--- config.mk ---
export PLATFORM = sky130hd
export DESIGN_NAME = register_file_32x32
export DESIGN_NICKNAME = d
export VERILOG_FILES = /design/src/rtl/register_file_32x32.sv
export SDC_FILE = /design/constraint.sdc
export NUM_CORES = 2
export LEC_CHECK = 0
export BUFFER_PORTS_ARGS = -buffer_cell sky130_fd_sc_hd__buf_2
export CORE_ASPECT_RATIO = 1.75
export CORE_UTILIZATION = 30
export CTS_CLUSTER_DIAMETER = 150
export DETAILED_ROUTE_END_ITERATION = 16
export GPL_TIMING_DRIVEN = 0
export PLACE_DENSITY = 0.43
export SYNTH_ARGS = -nofsm -noshare
export SYNTH_HDL_FRONTEND = slang
export SYNTH_SLANG_ARGS = --single-unit
--- constraint.sdc ---
create_clock -name CLK -period 10.52 [get_ports CLK]
set_input_delay 1.578 -clock CLK [delete_from_list [all_inputs] [get_ports CLK]]
set_output_delay 1.578 -clock CLK [all_outputs]
set_load 0.005 [all_outputs]
--- src/rtl/register_file_32x32.sv ---
// 32 x WIDTH register file: one-hot write port fed by the address decoder,
// two combinational read ports with write-through bypass, R0 hardwired to zero.
module register_file_32x32 #(
    parameter int WIDTH = 32
) (
    input  logic             CLK,
    input  logic             RST_N,
    input  logic             WE,
    input  logic [31:0]      WSEL,
    input  logic [WIDTH-1:0] WDATA,
    input  logic [4:0]       RADDR1,
    input  logic [4:0]       RADDR2,
    output logic [WIDTH-1:0] RDATA1,
    output logic [WIDTH-1:0] RDATA2,
    output logic             SEL_ERR,
    output logic [7:0]       WR_COUNT
);

    logic [WIDTH-1:0] mem [1:31];
    logic             sel_onehot;
    logic             wr_commit;
    logic             sel_bad;

    // Exactly one bit set: nonzero and clearing the lowest set bit leaves nothing.
    assign sel_onehot = (WSEL != 32'h0) && ((WSEL & (WSEL - 32'h1)) == 32'h0);
    // A one-hot select of R0 is legal but has no effect, so it never commits.
    assign wr_commit  = WE && sel_onehot && !WSEL[0];
    assign sel_bad    = WE && !sel_onehot;

    always_ff @(posedge CLK or negedge RST_N) begin
        if (!RST_N) begin
            for (int n = 1; n < 32; n++) mem[n] <= '0;
        end else if (wr_commit) begin
            for (int n = 1; n < 32; n++)
                if (WSEL[n]) mem[n] <= WDATA;
        end
    end

    always_ff @(posedge CLK or negedge RST_N) begin
        if (!RST_N) begin
            WR_COUNT <= '0;
            SEL_ERR  <= 1'b0;
        end else begin
            if (wr_commit && WR_COUNT != 8'hFF) WR_COUNT <= WR_COUNT + 8'd1;
            if (sel_bad) SEL_ERR <= 1'b1;
        end
    end

    // With a committed one-hot write, WSEL[raddr] alone identifies a bypass hit.
    always_comb begin
        RDATA1 = '0;
        if (RADDR1 != 5'd0) begin
            if (wr_commit && WSEL[RADDR1]) RDATA1 = WDATA;
            else                           RDATA1 = mem[RADDR1];
        end
    end

    always_comb begin
        RDATA2 = '0;
        if (RADDR2 != 5'd0) begin
            if (wr_commit && WSEL[RADDR2]) RDATA2 = WDATA;
            else                           RDATA2 = mem[RADDR2];
        end
    end

endmodule

==> impl_metrics.ini <==
[floorplanning]
dieHeight_um = 570.8
initial_core_util_pct = 30.23
dieArea_um2 = 186700
die_w_um = 327.0
ios = 150
rows = 208
core_area_um2 = 183500

[timing]
setup_violations = 0
finalMaxSlewViolations = 32
rsz0062_at_grt = false
setup-tns-final_ns = 0
period_share_pct = 81.82
hold_violations = 0
worst_slack_ns = 1.913
finalClockSkew_ns = 0.0009252
period_minus_slack_ns = 8.607
slew_headroom_pct = -5.222
tightest_slew_ns = 1.573
clock.fmax_ghz = 0.1162

[pwr]
p_leak_nw = 29.97
power.density_nw_per_um2 = 138.1
ir_drop_uv = 130.7

[drt]
dr.pass1.iters = 5
ant_nets = 0
drc = 0
wl_per_cell_um = 39.97
via_per_inst = 5.752
dr.first_iter.drc_count = 2555
drt_wl_total_um = 250100
vias = 35990

[placed_design]
dpl.hpwl_um = 174700
gp_congestion = 0.8809
pre_cts_slack_ns = 1.903
io_buffers = 139

[clocking]
numCtsBuffers = 104
post_cts_buffers = 0
cts.repair.resized = 0
cts-root-buf = clkbuf_16
htree_levels = 3
cts_tree = built
clk_latency_ns = 0.69
clk_path_buf_depth = 3
clock-sinks = 1001
cts_hold_buf = 0
clk_pin_slew_ns = 0.07

[layout]
final_util_pct = 34.61
final_common_cell = dfrtp_1
mostFrequentLayoutCells = 1,001 x dfrtp_1, 904 x mux2_1, 559 x mux4_2, 277 x buf_2, 247 x mux2_2
drive_gt1_share_pct = 35.70
area_delta_synth_final_pct = 14.48
fin_nets = 3827

[flow_run]
cap_violations = 3

[setup_path]
reg2reg_slack_ns = 8.55
crit_required_ns = 8.94
critical_path.max_fanout = 10
crit_arrival_ns = 7.03
reg2reg_depth = 5
timing.rr.start = WR_COUNT[0]$_DFFE_PN0P_
startpoint = RADDR1[1]
cp-end-kind = output pin
critical_path_class = in -> out
r2r-end = WR_COUNT[1]$_DFFE_PN0P_
setup.worst_path.start_class = input pin

[synth]
yosys_register_bits = 1001
syn_inst = 3486
synth-warning-count = 0
synth_area_per_cell_um2 = 15.91
ys_types = 55
synth-edff-count = 0
async_reset_ff_share_pct = 100.0
syn-num-nets = 3564
yosysSeqAreaShare_pct = 45.16
ys.flop_type = dfrtp_1
synthesis.area_um2 = 55470

[global_route]
antenna_found_initial = 11
grt_max_degree = 155
grt_first_pass_wirelength_um = 340700
grtUsageTotal_pct = 26.93
grt_overflow = 0
grt_pass1_vias = 38520

[min_path]
holdCritStartpoint = SEL_ERR$_DFFE_PN0P_
min_path_type = reg -> reg
holdPathEnd = SEL_ERR$_DFFE_PN0P_
min_path_cells = 1

[outcome]
violations = capacitance limit, slew limit
status = complete, but fails checks
worst max-delay path by stage:
stage	end	slack, ns	depth (start not counted)
after floorplan	RDATA2[7]	4.45	8
final	RDATA1[17]	1.91	9
after global routing	RDATA1[17]	2.06	9
after global placement	mem[482]$_DFFE_PN0P_	-16.32	1
after detailed placement	RDATA1[17]	1.90	9
after CTS	RDATA1[17]	1.90	9
area by class of cell:
class	count	area [um^2]
repair buffers	157	1131
diodes	4	10.01
fillers	17780	120000
clock buffers	146	3013
well taps	2415	3022
clock inverters	49	762.0
flip-flops and latches	1001	25050
plain buffers	377	1698
multi-input cells	2100	28790
inverters	8	30.03
cells in the mapped netlist (2+ instances only):
cell type  number  area (um^2)
a21oi_1        11        55.05
a221oi_1       27        236.5
a22o_1         42        367.9
a22oi_1         5        37.54
a2bb2oi_1       2        17.52
a31oi_1         5        31.28
and3_1          4        25.02
buf_1          53        198.9
buf_2         104        520.5
buf_4           9        67.56
buf_6           3        33.78
clkbuf_1      208        780.8
dfrtp_1      1001        25050
inv_1           7        26.28
maj3_1          2        20.02
mux2_1        904        10180
mux2_2        247         2781
mux2i_1        74        740.7
mux4_2        559        12590
nand2_1        45        168.9
nand2b_1        4        25.02
nand3_1         3        15.01
nand4_1        13        81.33
nand4_4        29        616.8
nor2_1         24        90.09
nor2b_1         5        31.28
nor3_1         10        50.05
nor4_1          5        31.28
o211ai_1        6        45.04
o21a_1          2        15.01
o21ai_0        30        150.1
o31a_1          2        17.52
o31ai_1         2        15.01
o32a_1          3        30.03
or2_2           4        25.02
or3_1           5        31.28
or4_1           5        37.54
xnor2_1         2        17.52
xor2_1          4        35.03
registers in the layout (all words and copies together), names as in the netlist:
signal,count
mem,992
WR_COUNT,8
SEL_ERR,1
kinds of logic after synthesis:
logic type,Yosys count,share of synthesized area (%)
adder cells (fa/ha/maj),3,0.05864
XOR/XNOR,6,0.09474
flip-flops,1001,45.16
multiplexers,1784,47.40
buffers and inverters,385,2.941
AND/OR/NAND/NOR,161,2.317
AO/OA/AOI/OAI,146,2.032
worst max-delay path, cell delays in order:
cell and delay, ns:
clkbuf_1 0.70, buf_1 0.98, clkbuf_1 0.88, clkbuf_1 1.07, mux4_2 0.46, a221oi_1 0.42
a21oi_1 0.29, mux2_1 0.47, buf_2 0.14
metal layers:
layer / global-route usage (%) / share of wire, % / wire (um) / up-vias
li1: - / - / - / 14220
met1: 30.44 / 37 / 91920 / 19990
met2: 48.80 / 53 / 131500 / 1254
met3: 3.431 / 4.3 / 10680 / 512
met4: 14.73 / 6.4 / 15960 / 6
met5: 0 / 0.016 / 39 / -
per-stage QoR:
stage               power [mW]  cells  hold slack (ns)  area [um^2]
floorplan                4.204   3486           0.4590        55470
global placement         4.620   6040           0.4477        59190
detailed placement       4.636   6058           0.4530        59720
CTS                      8.865   6253           0.4690        63490
global route             9.003   6254           0.5160        63500
finish                   8.768   6257           0.4615        63500
where the power goes:
part,leakage (nW),switching [mW],total (mW),internal (mW)
registers,14.0,0.00000000746,3.85,3.85
clock network,1.85,1.77,4.21,2.44
logic,14.1,0.535,0.707,0.172
(Power assumes the default switching activity.)
